$ cat config.mk
export PLATFORM = sky130hd
export DESIGN_NAME = fir_serial
export DESIGN_NICKNAME = d
export VERILOG_FILES = /design/src/rtl/fir_pkg.sv /design/src/rtl/fir_mac.sv /design/src/rtl/fir_serial.sv
export SDC_FILE = /design/constraint.sdc
export NUM_CORES = 1
export LEC_CHECK = 0
export ABC_AREA = 1
export CAP_MARGIN = 20
export CORE_AREA = 2 2 113 142
export CTS_CLUSTER_DIAMETER = 30
export DETAILED_ROUTE_END_ITERATION = 8
export DIE_AREA = 0 0 115 144
export PLACE_DENSITY = 0.76
export SLEW_MARGIN = 20
export SYNTH_ARGS = -nofsm -noshare
export SYNTH_HDL_FRONTEND = slang
export SYNTH_SLANG_ARGS = --single-unit
$ cat constraint.sdc
create_clock -name i_clk -period 6.6 [get_ports i_clk]
set_input_delay 1.32 -clock i_clk [delete_from_list [all_inputs] [get_ports i_clk]]
set_output_delay 1.32 -clock i_clk [all_outputs]
set_load 0.005 [all_outputs]
$ cat src/rtl/fir_pkg.sv
// Shared constants and FSM state type for the serial 9-tap symmetric FIR.
// No logic; parameter defaults only.
// No handshake of its own.
package fir_pkg;

    localparam int DW_DEF = 8;
    localparam int OW_DEF = 18;

    // Symmetric half of the coefficient set; B5..B8 mirror B3..B0.
    localparam int B0_DEF = 7;
    localparam int B1_DEF = 17;
    localparam int B2_DEF = 32;
    localparam int B3_DEF = 46;
    localparam int B4_DEF = 52;

    typedef enum logic [1:0] {
        IDLE = 2'd0,
        MAC  = 2'd1,
        OUT  = 2'd2
    } state_t;

endpackage

$ cat src/rtl/fir_mac.sv
// Pre-adder, single multiplier and accumulator for one symmetric tap pair per step.
// Accumulator updates one edge after enable; o_sum is the combinational running total.
// No backpressure; the caller sequences steps through i_en and i_step.
module fir_mac #(
    parameter int DW = 8,
    parameter int OW = 18,
    parameter int B0 = 7,
    parameter int B1 = 17,
    parameter int B2 = 32,
    parameter int B3 = 46,
    parameter int B4 = 52
) (
    input  logic          i_clk,
    input  logic          i_rst_n,
    input  logic          i_clr,
    input  logic          i_en,
    input  logic [3:0]    i_step,
    input  logic [DW-1:0] i_xa,
    input  logic [DW-1:0] i_xb,
    output logic [OW-1:0] o_sum
);

    localparam int CW = 6;
    localparam int PW = DW + 1 + CW;

    logic [OW-1:0] r_acc;
    logic [DW:0]   w_pre;
    logic [CW-1:0] w_coef;
    logic [PW-1:0] w_prod;
    logic [OW-1:0] w_sum;

    assign w_pre = {1'b0, i_xa} + {1'b0, i_xb};

    always_comb begin
        w_coef = '0;
        case (i_step)
            4'd0:    w_coef = CW'(B0);
            4'd1:    w_coef = CW'(B1);
            4'd2:    w_coef = CW'(B2);
            4'd3:    w_coef = CW'(B3);
            4'd4:    w_coef = CW'(B4);
            default: w_coef = '0;
        endcase
    end

    assign w_prod = {{CW{1'b0}}, w_pre} * {{(DW + 1){1'b0}}, w_coef};
    assign w_sum  = r_acc + {{(OW - PW){1'b0}}, w_prod};
    assign o_sum  = w_sum;

    always_ff @(posedge i_clk or negedge i_rst_n) begin
        if (!i_rst_n) begin
            r_acc <= '0;
        end else if (i_clr) begin
            r_acc <= '0;
        end else if (i_en) begin
            r_acc <= w_sum;
        end
    end

endmodule

$ cat src/rtl/fir_serial.sv
// Time-multiplexed 9-tap symmetric FIR: one sample in, one filtered result out.
// Result valid 5 edges after acceptance; next sample accepted one edge after the result is taken.
// Holds dout/dout_valid while dout_ready=0; din_ready stays low until the result is consumed.
module fir_serial
    import fir_pkg::*;
#(
    parameter int DW = DW_DEF,
    parameter int OW = OW_DEF,
    parameter int B0 = B0_DEF,
    parameter int B1 = B1_DEF,
    parameter int B2 = B2_DEF,
    parameter int B3 = B3_DEF,
    parameter int B4 = B4_DEF
) (
    input  logic          i_clk,
    input  logic          i_rst_n,
    input  logic [DW-1:0] i_din,
    input  logic          i_din_valid,
    output logic          o_din_ready,
    output logic [OW-1:0] o_dout,
    output logic          o_dout_valid,
    input  logic          i_dout_ready
);

    state_t        r_state;
    state_t        w_next;
    logic [DW-1:0] r_x [0:8];
    logic [3:0]    r_step;
    logic          r_din_ready;
    logic [OW-1:0] r_dout;
    logic          r_dout_valid;

    logic          w_accept;
    logic          w_mac_en;
    logic          w_last;
    logic [DW-1:0] w_xa;
    logic [DW-1:0] w_xb;
    logic [OW-1:0] w_sum;

    assign w_accept = i_din_valid & r_din_ready;

    always_comb begin
        w_next   = r_state;
        w_mac_en = 1'b0;
        w_last   = 1'b0;
        w_xa     = '0;
        w_xb     = '0;
        case (r_state)
            IDLE: begin
                if (w_accept) w_next = MAC;
            end
            MAC: begin
                w_mac_en = 1'b1;
                w_xa     = r_x[r_step];
                // The centre tap has no mirror partner.
                if (r_step == 4'd4) begin
                    w_last = 1'b1;
                    w_next = OUT;
                end else begin
                    w_xb = r_x[4'd8 - r_step];
                end
            end
            OUT: begin
                if (i_dout_ready) w_next = IDLE;
            end
            default: w_next = IDLE;
        endcase
    end

    always_ff @(posedge i_clk or negedge i_rst_n) begin
        if (!i_rst_n) begin
            r_state      <= IDLE;
            r_step       <= '0;
            r_din_ready  <= 1'b0;
            r_dout       <= '0;
            r_dout_valid <= 1'b0;
            for (int k = 0; k < 9; k++) r_x[k] <= '0;
        end else begin
            r_state     <= w_next;
            r_din_ready <= (w_next == IDLE);
            if (w_accept) begin
                r_step <= '0;
                r_x[0] <= i_din;
                for (int k = 8; k > 0; k--) r_x[k] <= r_x[k-1];
            end else if (w_mac_en) begin
                r_step <= r_step + 4'd1;
            end
            if (w_last) begin
                r_dout       <= w_sum;
                r_dout_valid <= 1'b1;
            end else if (r_state == OUT && i_dout_ready) begin
                r_dout_valid <= 1'b0;
            end
        end
    end

    fir_mac #(
        .DW (DW),
        .OW (OW),
        .B0 (B0),
        .B1 (B1),
        .B2 (B2),
        .B3 (B3),
        .B4 (B4)
    ) u_mac (
        .i_clk   (i_clk),
        .i_rst_n (i_rst_n),
        .i_clr   (w_accept),
        .i_en    (w_mac_en),
        .i_step  (r_step),
        .i_xa    (w_xa),
        .i_xb    (w_xb),
        .o_sum   (w_sum)
    );

    assign o_din_ready  = r_din_ready;
    assign o_dout       = r_dout;
    assign o_dout_valid = r_dout_valid;

endmodule

==> results of run 1 <==
[through the flow]
| step | utilization | std cells | setup slack, ps | setup TNS (ps) |
|---|---|---|---|---|
| global route | 0.624 | 1384 | -22.6 | -74.9 |
| finish | 0.624 | 1384 | 341 | 0 |
| detailed placement | 0.579 | 1348 | 121 | 0 |
| global placement | 0.579 | 1348 | 221 | 0 |
| floorplan | - | 1151 | 122 | 0 |
| CTS | 0.617 | 1380 | 117 | 0 |
[registers in the layout (all words and copies together) (netlist names)]
register and flops:
u_mac.r_acc 18, r_x 72, o_din_ready 1, r_step 4, o_dout_valid 1, o_dout 18, r_state 2
[per-layer routing]
layer,track usage,up-vias,wire [microns]
li1,-,3628,-
met1,0.292,3470,8210
met2,0.468,155,10400
met3,0.0415,55,542
met4,0.111,0,635
met5,0,-,0
[cells by family (layout without fill, tap and decap cells)]
group / after synthesis / in the layout / synth area share
XOR/XNOR: 10 / 10 / 0.0114
buffers and inverters: 246 / 294 / 0.115
AO/OA/AOI/OAI: 164 / 164 / 0.102
AND/OR/NAND/NOR: 529 / 529 / 0.258
adder cells (fa/ha/maj): 86 / 86 / 0.166
flip-flops: 116 / 116 / 0.347
[worst max-delay path: cells and delay by family (launching register included)]
| kind | cells | cell delay, ps |
|---|---|---|
| DFF | 1 | 410 |
| and+or+nand+nor | 14 | 1520 |
| buffers and inverters | 7 | 620 |
| AOI/OAI and AO/OA | 2 | 500 |
| adders and majority gates | 7 | 3090 |
[what timing repair did]
item,CTS,global route
setup endpoints to repair,0,24
buffers inserted,0,4
resized for setup,0,19
[layout make-up]
class                      count  area (sq um)
timing repair buffer          53           502
inverter                     209           791
fill                        1382          5760
sequential                   116          2900
clock buffer                  17           425
tap                          185           231
clock inverter                15           146
multi-input combinational    789          4550
[cell usage in the layout (no fill, tap or decap), types with 5 or more instances in the layout]
cell / count
a21oi_1: 21
buf_4: 20
clkbuf_16: 17
clkdlybuf4s50_1: 30
dfrtp_1: 115
fa_1: 42
ha_1: 43
inv_1: 203
nand2_1: 356
nand3_1: 83
nor2_1: 61
o211ai_1: 5
o21ai_0: 122
o21ai_1: 5
[worst max path at each step]
| stage | slack (ps) | end | cells after the start |
|---|---|---|---|
| final | 340 | o_dout[16] | 30 |
| after global routing | -20 | u_mac.r_acc[8] | 30 |
| after CTS | 120 | u_mac.r_acc[16] | 33 |
| after detailed placement | 120 | o_dout[16] | 30 |
| after global placement | 220 | o_dout[16] | 30 |
| after floorplan | 120 | u_mac.r_acc[8] | 33 |
==> results.yml, run 1 <==
critical_path:
  end_kind: "flip-flop"
  crit_path_top_delay_cell: "fa_1"
  critPathMaxStageDelay_ps: 550
  cp_max_fo: 7
  worst-r2r-setup-slack_ps: 340
  rr_worst_depth: 30
  required_ps: 6910
  reg2reg_from: "r_step[1]"
  crit_arrival_ps: 6570
  cp_common_cell: "nand2_1"
  cp-start-kind: "flip-flop"
  rr_endpoint: "o_dout[16]"
  timing_worst_setup_path_type: "reg2reg"
  crit_path_start: "r_step[1]"
timing:
  relSlewSlack: 0.325
  slew_violations: 0
  tightest_slew_ps: 1010
  clock_skew_ps: 6.47
  finalSetupViolCount: 0
  fmax_mhz: 160
  min_period_ps: 6260
  whs_ps: 480
  fin_crit_sh: 0.948
  finalHoldViolCount: 0
clocking:
  cts_sinks: 116
  cts_buffer_depth: 2
  cts_buffers: 17
  ctsRootBufferMaster: "clkbuf_16"
  h-tree-depth: 4
  path_clk_slew_ps: 60
  postCtsHoldBufs: 0
  clkLatencyLatePin_ps: 420
  cts_tree: "yes"
placed_design:
  dpl_cell_area_sq_um: 8870
  portBuffers: 31
  routabilityCongestion: 0.926
  hpwlAfterDp_microns: 14300
die:
  core-area_sq_um: 15300
  die_h_microns: 144
  dieArea_sq_um: 16600
  rows: 51
  pin_count: 32
  initial_core_util: 0.547
  die_x_microns: 115
routing:
  dr.pass1.iters: 5
  vias: 7308
  drcViolationCount: 0
  first_iter_violations: 479
  ant_nets: 0
  vias_per_cell: 5.28
  wl_microns: 19800
  wl_per_cell_microns: 14.3
synthesis:
  postSynthCellCount: 1151
  synth_top_area_frac: 0.347
  yosysWarnings: 0
  synth_common_cells: "359 x nand2_1, 205 x inv_1, 125 x o21ai_0"
  synth_edf_count: 0
  yosys.area.top_type: "dfrtp_1"
  synth.distinct_cells: 39
  yosysMostFrequentCell: "nand2_1"
  synth.avg_cell_area_sq_um: 7.27
  ys_async_sr_fraction: 1.00
  synth_area_sq_um: 8370
  synthesis.nets: 1249
  synth_seq_cells: 116
  yosys_most_used_dff: "dfrtp_1"
  synthTopCellsByArea: "dfrtp_1 35%, nand2_1 16%, fa_1 10%"
  yosysSeqAreaShare: 0.347
hold_path:
  min_to: "o_dout[12]"
  holdPathStages: 2
  hold_path.class: "reg2reg"
  min_from: "o_dout[12]"
flow_run:
  max_cap_viol_count: 0
cells_and_area:
  fin_area_sq_um: 9550
  drive_gt1_frac: 0.0692
  diodes: 0
  syn2layout_area_growth_pct: 14.1
  finalNetCount: 1284
grt:
  grt_pass1_vias: 7270
  grt_usage: 0.255
  grt_pass1_wl_microns: 33400
  grt_max_degree: 90
  antenna_found_initial: 0
  grt-ovfl-total: 0
status:
  outcome: "complete, no violations"
Power of run 1 is left out: the tool's default activity adds up to more than one toggle a clock period on the data nets, which glitch-free logic cannot reach.
==> run 2, diff against run 1 <==
--- a/config.mk
+++ b/config.mk
@@ -6,11 +6,12 @@
 export NUM_CORES = 1
 export LEC_CHECK = 0
 export ABC_AREA = 1
-export CAP_MARGIN = 20
+export CAP_MARGIN = 40
 export CORE_AREA = 2 2 113 142
 export CTS_CLUSTER_DIAMETER = 30
 export DETAILED_ROUTE_END_ITERATION = 8
 export DIE_AREA = 0 0 115 144
+export MAX_ROUTING_LAYER = met4
 export PLACE_DENSITY = 0.76
 export SLEW_MARGIN = 20
 export SYNTH_ARGS = -nofsm -noshare
==> results.yml, run 2 (same netlist as run 1, synthesis figures left out) <==
routing:
  vias_per_cell: 5.26
  vias: 7301
  first_iter_violations: 539
  ant_nets: 0
  wl_per_cell_microns: 14.3
  drcViolationCount: 0
  wl_microns: 19800
  dr.pass1.iters: 5
placed_design:
  routabilityCongestion: 0.935
  portBuffers: 31
  hpwlAfterDp_microns: 14600
  placed_cells: 1351
  pre_cts_ws_ps: 275
clocking:
  cts_buffer_depth: 2
  cts_tree: "yes"
  clkLatencyLatePin_ps: 420
  h-tree-depth: 4
  ctsRootBufferMaster: "clkbuf_16"
  postCtsHoldBufs: 0
  cts_buffers: 17
  path_clk_slew_ps: 60
  cts_sinks: 116
grt:
  grt_usage: 0.262
  antenna_found_initial: 0
  grt_pass1_wl_microns: 33300
  grt_pass1_vias: 7083
  grt_max_degree: 90
  grt-ovfl-total: 0
cells_and_area:
  largest_register: "r_x"
  multi_input_area_sq_um: 4550
  num-fill-cells: 1343
  diodes: 0
  final_common_cell: "nand2_1"
  finalNetCount: 1287
  largest_register_ffs: 72
  finalNonFillerCells: 1387
  final_cell_mix: "357 x nand2_1, 203 x inv_1, 121 x o21ai_0"
  syn2layout_area_growth_pct: 14.4
  seqCellArea_sq_um: 2900
  drive_gt1_frac: 0.0724
critical_path:
  cp_common_cell: "nand2_1"
  worst-r2r-setup-slack_ps: 300
  timing_worst_setup_path_type: "reg2reg"
  cp_max_fo: 8
  critPathMaxStageDelay_ps: 550
  reg2reg_from: "r_step[1]"
  rr_endpoint: "u_mac.r_acc[8]"
  crit_path_top_delay_cell: "fa_1"
  cp-start-kind: "flip-flop"
  crit_arrival_ps: 6590
  required_ps: 6890
  rr_worst_depth: 28
  end_kind: "flip-flop"
hold_path:
  min_to: "o_dout[6]"
  hold_path.class: "reg2reg"
  holdPathStages: 2
  min_from: "o_dout[6]"
die:
  die_x_microns: 115
  rows: 51
  dieArea_sq_um: 16600
  die_h_microns: 144
  initial_core_util: 0.547
  core-area_sq_um: 15300
  pin_count: 32
timing:
  tightest_slew_ps: 778
  finalSetupViolCount: 0
  finalHoldViolCount: 0
  relSlewSlack: 0.481
  fin_crit_sh: 0.954
  whs_ps: 477
  fmax_mhz: 159
  slew_violations: 0
  setup-tns-final_ps: 0
  min_period_ps: 6300
  fin_ws_ps: 300
  clock_skew_ps: 9.91
status:
  outcome: "complete, no violations"
flow_run:
  max_cap_viol_count: 0
[run 2: how the worst max path moves through the flow]
| stage | from | slack, ps | to |
|---|---|---|---|
| 6_report | r_step[1] | 300 | u_mac.r_acc[8] |
| 5_1_grt | r_step[1] | -20 | o_dout[14] |
| 4_1_cts | r_step[0] | 290 | u_mac.r_acc[8] |
| 3_5_place_dp | r_step[0] | 270 | u_mac.r_acc[8] |
| 3_3_place_gp | r_step[0] | 360 | u_mac.r_acc[8] |
| 2_1_floorplan | r_step[1] | 120 | u_mac.r_acc[8] |
[run 2: routing by layer]
metal  GRT usage  share of wire
met1       0.295           0.40
met2       0.464           0.53
met3      0.0440          0.036
met4      0.0989          0.030
met5           -              0
[run 2: worst max-delay path: cells and delay by family, from the launching register on]
kind	cells	cell delay [ps]
AOI/OAI and AO/OA	3	510
adders and majority gates	7	3120
buffers and inverters	6	490
DFF	1	420
and+or+nand+nor	12	1600
[run 2: cell type report]
cell class,count,area share
repair buffers,56,0.0550
clock buffers,17,0.0444
inverters,209,0.0823
flip-flops and latches,116,0.303
well taps,185,0.0242
multi-input cells,789,0.475
clock inverters,15,0.0165
[run 2: what timing repair did]
action / 4_1_cts / 5_1_grt
resized for setup: 0 / 19
setup buffers: 0 / 4
endpoints found under the setup margin: 0 / 24
[run 2: per-stage QoR]
stage / utilization / area [sq um]
global placement: 0.579 / 8870
CTS: 0.620 / 9500
global route: 0.626 / 9580
floorplan: - / 8370
detailed placement: 0.582 / 8910
finish: 0.626 / 9580
Power of run 2 is left out for the same reason.
==> run 3, diff against run 2 <==
--- a/config.mk
+++ b/config.mk
@@ -6,6 +6,7 @@
 export NUM_CORES = 1
 export LEC_CHECK = 0
 export ABC_AREA = 1
+export ABC_CLOCK_PERIOD_IN_PS = 6600
 export CAP_MARGIN = 40
 export CORE_AREA = 2 2 113 142
 export CTS_CLUSTER_DIAMETER = 30
==> results of run 3 <==
Final layout, timing and power as in run 2 (identical DEF).
Power of run 3 is left out for the same reason.
